`config.mk`:
```
export PLATFORM = sky130hd
export DESIGN_NAME = vga_ctrl_regs_flat
export DESIGN_NICKNAME = d
export VERILOG_FILES = /design/src/rtl/vga_ctrl_regs_pkg.sv /design/src/rtl/vga_ctrl_regs_if.sv /design/src/rtl/vga_ctrl_regs_sync2.sv /design/src/rtl/vga_ctrl_regs.sv /design/src/flat_wrapper.sv
export SDC_FILE = /design/constraint.sdc
export NUM_CORES = 1
export LEC_CHECK = 0
export ABC_AREA = 1
export BUFFER_PORTS_ARGS = -buffer_cell sky130_fd_sc_hd__clkbuf_2
export CORE_ASPECT_RATIO = 0.8
export CORE_MARGIN = 1
export CORE_UTILIZATION = 42
export CTS_BUF_LIST = sky130_fd_sc_hd__clkbuf_16
export DETAILED_ROUTE_END_ITERATION = 6
export HOLD_SLACK_MARGIN = 0.06
export PLACE_DENSITY_LB_ADDON = 0.12
export SYNTH_ARGS = -nofsm -noshare
export SYNTH_HDL_FRONTEND = slang
export SYNTH_SLANG_ARGS = --single-unit
```
`constraint.sdc`:
```
create_clock -name clock -period 2.2 [get_ports clock]
set_input_delay 0.11 -clock clock [delete_from_list [all_inputs] [get_ports clock]]
set_output_delay 0.11 -clock clock [all_outputs]
set_load 0.01 [all_outputs]
```
`src/rtl/vga_ctrl_regs_pkg.sv`:
```
// vga_pkg: shared constants and types for the VGA control register block.
//   - register addresses on the 2-bit CPU window
//   - graphics mode encodings driven on the mode output
//   - STATUS register bit positions
//   - bus FSM state type
package vga_pkg;

    localparam logic [1:0] ADDR_MODE   = 2'd0;
    localparam logic [1:0] ADDR_PLANE  = 2'd1;
    localparam logic [1:0] ADDR_STATUS = 2'd2;
    localparam logic [1:0] ADDR_FRAME  = 2'd3;

    localparam logic [1:0] MODE_TEXT    = 2'd0;
    localparam logic [1:0] MODE_320X200 = 2'd1;
    localparam logic [1:0] MODE_320X400 = 2'd2;
    localparam logic [1:0] MODE_640X200 = 2'd3;

    localparam int STAT_VSYNC_BIT = 0;
    localparam int STAT_FLIP_BIT  = 1;
    localparam int STAT_IRQ_BIT   = 2;

    typedef enum logic [1:0] {
        IDLE = 2'd0,
        WR   = 2'd1,
        RD   = 2'd2,
        HOLD = 2'd3
    } bus_state_t;

endpackage

```
`src/rtl/vga_ctrl_regs_if.sv`:
```
// vga_ctrl_regs_if: CPU I/O bus into the VGA register window.
//   _io_cs  window select, active low
//   addr    register select A1:A0
//   _rd/_wr read / write strobes, active low
//   din     write data
//   dout    read data, dout_en asks the CPU-side buffer to drive it
// master = CPU side, slave = register block.
interface vga_ctrl_regs_if;
    logic       _io_cs;
    logic [1:0] addr;
    logic       _rd;
    logic       _wr;
    logic [7:0] din;
    logic [7:0] dout;
    logic       dout_en;

    modport master (
        output _io_cs, addr, _rd, _wr, din,
        input  dout, dout_en
    );

    modport slave (
        input  _io_cs, addr, _rd, _wr, din,
        output dout, dout_en
    );
endinterface

```
`src/rtl/vga_ctrl_regs_sync2.sv`:
```
// vga_sync2: two-flop synchronizer, parameterized width.
//   clock   destination clock
//   _reset  asynchronous active-low reset, clears both stages to 0
//   d       asynchronous input
//   q       synchronized output, two clocks behind d
module vga_sync2 #(
    parameter int WIDTH = 1
) (
    input  logic             clock,
    input  logic             _reset,
    input  logic [WIDTH-1:0] d,
    output logic [WIDTH-1:0] q
);

    logic [WIDTH-1:0] meta;

    always_ff @(posedge clock or negedge _reset) begin
        if (!_reset) begin
            meta <= '0;
            q    <= '0;
        end else begin
            meta <= d;
            q    <= meta;
        end
    end

endmodule

```
`src/rtl/vga_ctrl_regs.sv`:
```
// vga_ctrl_regs: CPU-visible control registers for the VGA timing block.
// Holds shadow copies of mode and display plane that are applied on the
// next vsync rising edge, counts frames and raises a vertical-blank irq.
//
// Ports:
//   clock   50 MHz system clock
//   _reset  asynchronous active-low reset
//   bus     CPU register window (vga_ctrl_regs_if.slave)
//   vsync   vertical sync from the timing block, active high
//   mode    active graphics mode (0 text, 1 320x200, 2 320x400, 3 640x200)
//   plane   active display plane
//   irq     vertical-blank interrupt request
//
// Build option: define VGA_IRQ_EN to enable irq_pending, irq and STATUS
// bit2. Without it irq is tied low, STATUS bit2 reads 0 and clears are
// ignored.
//
// Bus FSM states:
//   state | meaning
//   IDLE  | waiting for a synced select with a strobe
//   WR    | single commit cycle for the addressed register
//   RD    | driving read data, held until the CPU ends the cycle
//   HOLD  | write committed, waiting for the CPU to end the cycle
module vga_ctrl_regs
    import vga_pkg::*;
(
    input  logic                  clock,
    input  logic                  _reset,
    vga_ctrl_regs_if.slave        bus,
    input  logic                  vsync,
    output logic [1:0]            mode,
    output logic                  plane,
    output logic                  irq
);

    logic       s_cs;
    logic       s_rd;
    logic       s_wr;
    logic [1:0] s_addr;
    logic       s_vs;

    vga_sync2 #(.WIDTH(5)) u_sync_bus (
        .clock  (clock),
        ._reset (_reset),
        .d      ({bus._io_cs, bus._rd, bus._wr, bus.addr}),
        .q      ({s_cs, s_rd, s_wr, s_addr})
    );

    vga_sync2 #(.WIDTH(1)) u_sync_vs (
        .clock  (clock),
        ._reset (_reset),
        .d      (vsync),
        .q      (s_vs)
    );

    bus_state_t bus_state;
    logic       vs_prev;
    logic       vs_rise;
    logic       armed;
    logic       wr_req;
    logic       rd_req;
    logic       cyc_end;
    logic [7:0] rd_data;

    logic [1:0] shadow_mode;
    logic       shadow_plane;
    logic       flip_pending;
    logic       irq_pending;
    logic [7:0] frame;

    logic       wr_commit;
    logic       wr_mode;
    logic       wr_plane;
    logic       wr_frame;

    // Synchronizer flops reset to 0, which looks like active strobes.
    // armed stays low until both synced strobes have been seen high so a
    // CPU cycle already in flight at reset release is not acted on.
    always_ff @(posedge clock or negedge _reset) begin
        if (!_reset) begin
            armed   <= 1'b0;
            vs_prev <= 1'b0;
        end else begin
            if (s_rd && s_wr) begin
                armed <= 1'b1;
            end
            vs_prev <= s_vs;
        end
    end

    assign vs_rise = s_vs & ~vs_prev;
    assign wr_req  = armed & ~s_cs & ~s_wr;
    assign rd_req  = armed & ~s_cs & ~s_rd;
    assign cyc_end = s_cs | (s_rd & s_wr);

    always_comb begin
        rd_data = 8'h00;
        case (s_addr)
            ADDR_MODE:   rd_data = {6'b0, mode};
            ADDR_PLANE:  rd_data = {7'b0, plane};
            ADDR_STATUS: begin
                rd_data[STAT_IRQ_BIT]   = irq_pending;
                rd_data[STAT_FLIP_BIT]  = flip_pending;
                rd_data[STAT_VSYNC_BIT] = s_vs;
            end
            ADDR_FRAME:  rd_data = frame;
            default:     rd_data = 8'h00;
        endcase
    end

    // Write has priority over read when both strobes are low in IDLE.
    // dout/dout_en are registered alongside the state so they are valid
    // exactly while the FSM sits in RD.
    always_ff @(posedge clock or negedge _reset) begin
        if (!_reset) begin
            bus_state   <= IDLE;
            bus.dout    <= 8'h00;
            bus.dout_en <= 1'b0;
        end else begin
            case (bus_state)
                IDLE: begin
                    if (wr_req) begin
                        bus_state <= WR;
                    end else if (rd_req) begin
                        bus_state   <= RD;
                        bus.dout_en <= 1'b1;
                        bus.dout    <= rd_data;
                    end
                end
                WR: begin
                    bus_state <= HOLD;
                end
                RD: begin
                    if (cyc_end) begin
                        bus_state   <= IDLE;
                        bus.dout_en <= 1'b0;
                        bus.dout    <= 8'h00;
                    end else begin
                        bus.dout <= rd_data;
                    end
                end
                HOLD: begin
                    if (cyc_end) begin
                        bus_state <= IDLE;
                    end
                end
                default: begin
                    bus_state   <= IDLE;
                    bus.dout_en <= 1'b0;
                    bus.dout    <= 8'h00;
                end
            endcase
        end
    end

    assign wr_commit = (bus_state == WR);
    assign wr_mode   = wr_commit && (s_addr == ADDR_MODE);
    assign wr_plane  = wr_commit && (s_addr == ADDR_PLANE);
    assign wr_frame  = wr_commit && (s_addr == ADDR_FRAME);

    // Non-blocking reads of the shadows mean a write landing on the same
    // cycle as a vsync edge takes effect one frame later; a same-cycle
    // plane write keeps flip_pending set for that reason.
    always_ff @(posedge clock or negedge _reset) begin
        if (!_reset) begin
            mode         <= MODE_TEXT;
            plane        <= 1'b0;
            shadow_mode  <= MODE_TEXT;
            shadow_plane <= 1'b0;
            flip_pending <= 1'b0;
            frame        <= 8'h00;
        end else begin
            if (wr_mode) begin
                shadow_mode <= bus.din[1:0];
            end
            if (wr_plane) begin
                shadow_plane <= bus.din[0];
            end

            if (wr_plane) begin
                flip_pending <= 1'b1;
            end else if (vs_rise) begin
                flip_pending <= 1'b0;
            end

            if (vs_rise) begin
                mode <= shadow_mode;
                if (flip_pending) begin
                    plane <= shadow_plane;
                end
            end

            if (wr_frame) begin
                frame <= 8'h00;
            end else if (vs_rise) begin
                frame <= frame + 8'd1;
            end
        end
    end

`ifdef VGA_IRQ_EN
    logic wr_status;
    assign wr_status = wr_commit && (s_addr == ADDR_STATUS);

    // Set wins over a same-cycle clear so no frame interrupt is lost.
    always_ff @(posedge clock or negedge _reset) begin
        if (!_reset) begin
            irq_pending <= 1'b0;
        end else if (vs_rise) begin
            irq_pending <= 1'b1;
        end else if (wr_status && bus.din[STAT_IRQ_BIT]) begin
            irq_pending <= 1'b0;
        end
    end

    assign irq = irq_pending;
`else
    assign irq_pending = 1'b0;
    assign irq         = 1'b0;
`endif

endmodule
```
`src/flat_wrapper.sv`:
```
// flat-port wrapper written by rule: the top's interface ports become plain ports
module vga_ctrl_regs_flat import vga_pkg::*;
  (clock, _reset, vsync, mode, plane, irq, bus__io_cs, bus_addr, bus__rd, bus__wr, bus_din, bus_dout, bus_dout_en);
  vga_ctrl_regs_if bus_i ();
  input  logic clock;
  input  logic _reset;
  input  logic vsync;
  output logic [1:0] mode;
  output logic plane;
  output logic irq;
  input wire logic [$bits(bus_i._io_cs)-1:0] bus__io_cs;
  input wire logic [$bits(bus_i.addr)-1:0] bus_addr;
  input wire logic [$bits(bus_i._rd)-1:0] bus__rd;
  input wire logic [$bits(bus_i._wr)-1:0] bus__wr;
  input wire logic [$bits(bus_i.din)-1:0] bus_din;
  output wire logic [$bits(bus_i.dout)-1:0] bus_dout;
  output wire logic [$bits(bus_i.dout_en)-1:0] bus_dout_en;
  assign bus_i._io_cs = bus__io_cs;
  assign bus_i.addr = bus_addr;
  assign bus_i._rd = bus__rd;
  assign bus_i._wr = bus__wr;
  assign bus_i.din = bus_din;
  assign bus_dout = bus_i.dout;
  assign bus_dout_en = bus_i.dout_en;
  vga_ctrl_regs u_core (.clock(clock), ._reset(_reset), .bus(bus_i), .vsync(vsync), .mode(mode), .plane(plane), .irq(irq));
endmodule
```
==> reports/results.md <==
| Group | Metric | This run |
|---|---|---|
| status | Outcome | complete, no violations |
| worst setup path | Type of element launching the critical path | flop |
| cells and area | Share of post-route cells with drive strength above 1 | 15.9% |
| global routing | GRT Total Usage | 16.7% |
| floorplanning | Initial Utilization | 44.2% |
| worst setup path | CP delay by family, top | simple AND/OR/NAND/NOR gates |
| detailed routing | Routed wirelength normalized by instance count | 11.0 microns |
| floorplanning | Die outline area | 0.00426 sq mm |
| synthesis | Multiplexer share of the synthesized area | 0.670% |
| synthesis | Main area contributors after synthesis | dfrtp_1 (60%), nand2_1 (16%), nand3_1 (4.8%) |
| sta | Minimum setup slack in the final design | 0.959 ns |
| worst setup path | Crit path cell chain | nand2_1 -> inv_2 -> nand2_1 -> nand4_1 -> nand2_1 |
| cells and area | Final core occ | 53.8% |
| cells and area | Antenna fix cells | 0 |
| worst setup path | Most used cell along the critical path | nand2_1 |
| sta | Setup repair after global routing missed its margin | no |
| synthesis | Fraction of post-synthesis cell area in the top cell type by area | 59.6% |
| global routing | Met1 usage in global routing | 20.9% |
| cells and area | Area growth from synthesis to layout | 21.9% |
| detailed routing | Avg Vias per Cell | 4.56 |
| power | Leakage power total | 1.11 nW |
| cells and area | Number of nets in the layout | 243 |
| sta | Worst rel slew slack | 35.9% |
| global routing | Met2 layer usage reported by global route | 27.8% |
| clocking | Clock Path Buffers | 2 |
| power | Power per cell area | 1080 mW/mm^2 |
| clocking | Clock Root Buffer | clkbuf_16 |
| sta | Max Clk Rate | 0.806 GHz |
| clocking | Clock Sink Count | 40 |
| worst setup path | R2R Setup Slk | 0.96 ns |
| worst setup path | Worst Path Required | 2.36 ns |
| global routing | Layer with the highest usage after global routing | met2 |
| sta | Number of failing hold endpoints at the final stage | 0 |
| synthesis | Fraction of the mapped netlist area in adder cells | 0.745% |
| worst setup path | Cell type of the slowest stage on the worst timing path | dfrtp_1 |
| synthesis | Fraction of the mapped netlist area in compound gates | 4.32% |
| floorplanning | X dimension of the die | 72.7 microns |
| synthesis | Most used DFF post-synth | dfrtp_1 |
| floorplanning | Overall die height | 58.6 microns |
| synthesis | Dominant cell by count in the synthesized netlist | nand2_1 |
| worst setup path | Data arrival time at the worst-slack endpoint | 1.40 ns |
| hold path | Path class of the lowest-slack min-delay path | in -> reg |
| worst setup path | Critical register-to-register path startpoint | u_core.u_sync_bus.q[1] |
| detailed routing | Via count | 1285 |
| detailed routing | Total wire length | 3.11 mm |
| hold path | Hold path endpoint | u_core.shadow_mode[1] |
| cells and area | Filler instances | 381 |
| job | Total of max-cap violations | 0 |
| synthesis | Main combinational cell family by area after synthesis | simple AND/OR/NAND/NOR gates |
| global routing | Antenna violations before repair | 0 |
| global routing | Met3 layer usage reported by global route | 4.62% |
| worst setup path | Worst Path Class, Setup | reg -> reg |
| placement | Number of port buffers | 21 |
| sta | Fraction of the cycle the final worst path needs | 56.4% |
| power | Peak ir drop on the vdd network | 0.540 mV |
| clocking | CTS tree | done |
| synthesis | Top cell type by total area after synthesis | dfrtp_1 |
| synthesis | Cell area after synthesis | 0.00168 sq mm |
| synthesis | Number of nets in the synthesized netlist | 210 |
| floorplanning | Number of I/O pins | 29 |
| detailed routing | DRC marker count from the first detailed-route iteration | 47 |
| clocking | Clk Latency, worst-skew pair | 0.27 ns |
| worst setup path | Bufs and invs on worst path | 1 |
| sta | Transition at the pin with the smallest max-transition slack | 0.962 ns |
| synthesis | Seq/Total Area, Yosys | 59.6% |
| hold path | Number of cells on the worst hold path | 2 |
| clocking | CTS buffer count | 5 |
| detailed routing | Total iterations of the first detailed-routing run | 4 |
| sta | Setup violation total in the final timing report | 0 |
| synthesis | Number of warnings printed during yosys synthesis | 0 |
| sta | Number of max-slew violations in the final report | 0 |
| global routing | Number of global-route vias before repair | 1222 |
| synthesis | XOR/XNOR share of the synthesized area | 0% |
| global routing | Overflow left after global routing | 0 |
| clocking | Clock slew at the register clock pins of the worst setup and hold paths | 0.05 ns |
| placement | Post-place setup slack | 0.968 ns |
| synthesis | EDFF count, synth | 0 |
| placement | Final GP Congestion | 0.794 |
| worst setup path | Worst Path Max Fanout | 11 |
| global routing | Wire length of the first global-routing pass | 5.29 mm |
| worst setup path | Endpoint of the lowest-slack register-to-register path | u_core.frame[7] |
| clocking | H-tree depth | 2 |
| synthesis | Netlist cell types | 20 |
| detailed routing | Count of nets left with antenna violations after detail routing | 0 |
| placement | Post-detailed-placement half-perimeter wirelength | 2.20 mm |
| worst setup path | Type of destination of the critical path | flop |
| sta | Final setup skew | 0.00451 ns |
| global routing | Maximum number of pins on one net before global-route repair | 41 |
| sta | Final Critical Period | 1.24 ns |
| worst setup path | Cell count of the worst reg-to-reg path | 5 |
| clocking | Cells resized by post-CTS repair | 0 |
| synthesis | Fraction of the mapped netlist area in simple logic gates | 29.0% |
| synthesis | Average instance area after synthesis | 8.71 sq um |
| synthesis | Commonest cells in the netlist | nand2_1 (72), dfrtp_1 (40), inv_1 (18), nand3_1 (16), nor2_1 (14) |
| worst setup path | WP depth | 5 |
| floorplanning | Floorplan Core Area | 0.00380 sq mm |
| synthesis | Number of flip-flops and latches in the synthesized netlist | 40 |
| synthesis | Fraction of registers with async set or reset after synthesis | 100% |
| detailed routing | Count of unresolved DRC violations after routing | 0 |
| worst setup path | Critical path's largest stage delay | 0.44 ns |
| synthesis | Synthesized instance count | 193 |
| floorplanning | Std cell rows | 20 |
| sta | Sum of negative setup slack | 0 ns |
| hold path | Worst Min Path Start | bus_din[1] |
[report_power, final]
group	switching [mW]	internal, mW	leakage (nW)
Clock	0.253	0.407	0.0738
Sequential	0.122	0.894	0.499
Combinational	0.344	0.195	0.537
[layout make-up]
cell class / count / area, sq um / area share (%)
multi-input combinational: 130 / 588 / 28.7
inverter: 21 / 78.8 / 3.85
clock buffer: 5 / 125 / 6.11
timing repair buffer: 28 / 175 / 8.55
tap: 55 / 68.8 / 3.36
sequential: 40 / 1000 / 48.9
clock inverter: 3 / 11.3 / 0.550
[routing by layer]
metal	wire length, microns	vias up
met3	126	0
met4	0	0
met1	1520	588
met2	1460	27
li1	-	670
met5	0	-
[logic make-up after synthesis]
kind of cell             Yosys count
buffers and inverters             23
other                              1
adder cells (fa/ha/maj)            1
multiplexers                       1
AND/OR/NAND/NOR                  113
AO/OA/AOI/OAI                     14
flip-flops                        40
[cell usage in the layout (no fill, tap or decap)]
master / n
a21boi_0: 1
a21oi_1: 9
clkbuf_16: 5
clkbuf_2: 21
clkinv_1: 1
conb_1: 1
dfrtp_1: 40
dlygate4sd3_1: 7
ha_1: 1
inv_1: 20
inv_2: 3
mux2_1: 1
nand2_1: 72
nand2_2: 1
nand3_1: 16
nand3_2: 2
nand4_1: 4
nor2_1: 14
nor2_2: 2
nor2_4: 1
nor3_2: 1
o21ai_0: 4
[how the worst max path moves through the flow]
stage                           startpoint                     to  slack, ns
floorplan           u_core.u_sync_bus.q[0]  u_core.shadow_mode[1]       1.11
global placement    u_core.u_sync_bus.q[1]        u_core.frame[7]        1.0
detailed placement  u_core.u_sync_bus.q[1]        u_core.frame[7]       0.97
CTS                 u_core.u_sync_bus.q[1]        u_core.frame[7]       0.96
global route               u_core.frame[0]        u_core.frame[6]       0.82
finish              u_core.u_sync_bus.q[1]        u_core.frame[7]       0.96
[timing repair]
item,CTS,global route
hold buffers,7,0
hold endpoints to repair,46,0
setup buffers,0,0
[metrics by stage]
step                instances  hold WS (ns)  instance area (sq um)  total power [mW]
floorplan                 193        -0.186                   1680              1.39
global route              282        0.0707                   2050              2.38
detailed placement        267         0.220                   1840              1.57
CTS                       282        0.0627                   2050              2.25
finish                    282        0.0590                   2050              2.21
global placement          267         0.218                   1840              1.54
[registers in the layout, indices dropped and copies added, names as in the netlist, 2 cells and up]
register                cells
u_core.bus.dout             8
u_core.bus_state            2
u_core.frame                8
u_core.mode                 2
u_core.shadow_mode          2
u_core.u_sync_bus.meta      5
u_core.u_sync_bus.q         5
[worst register-to-register path: cells and delay by family (launching register included)]
kind          cells  cell delay [ns]
simple gates      4             0.57
flops             1             0.44
buf+inv           1             0.12
Power figures use the tool's default switching activity.
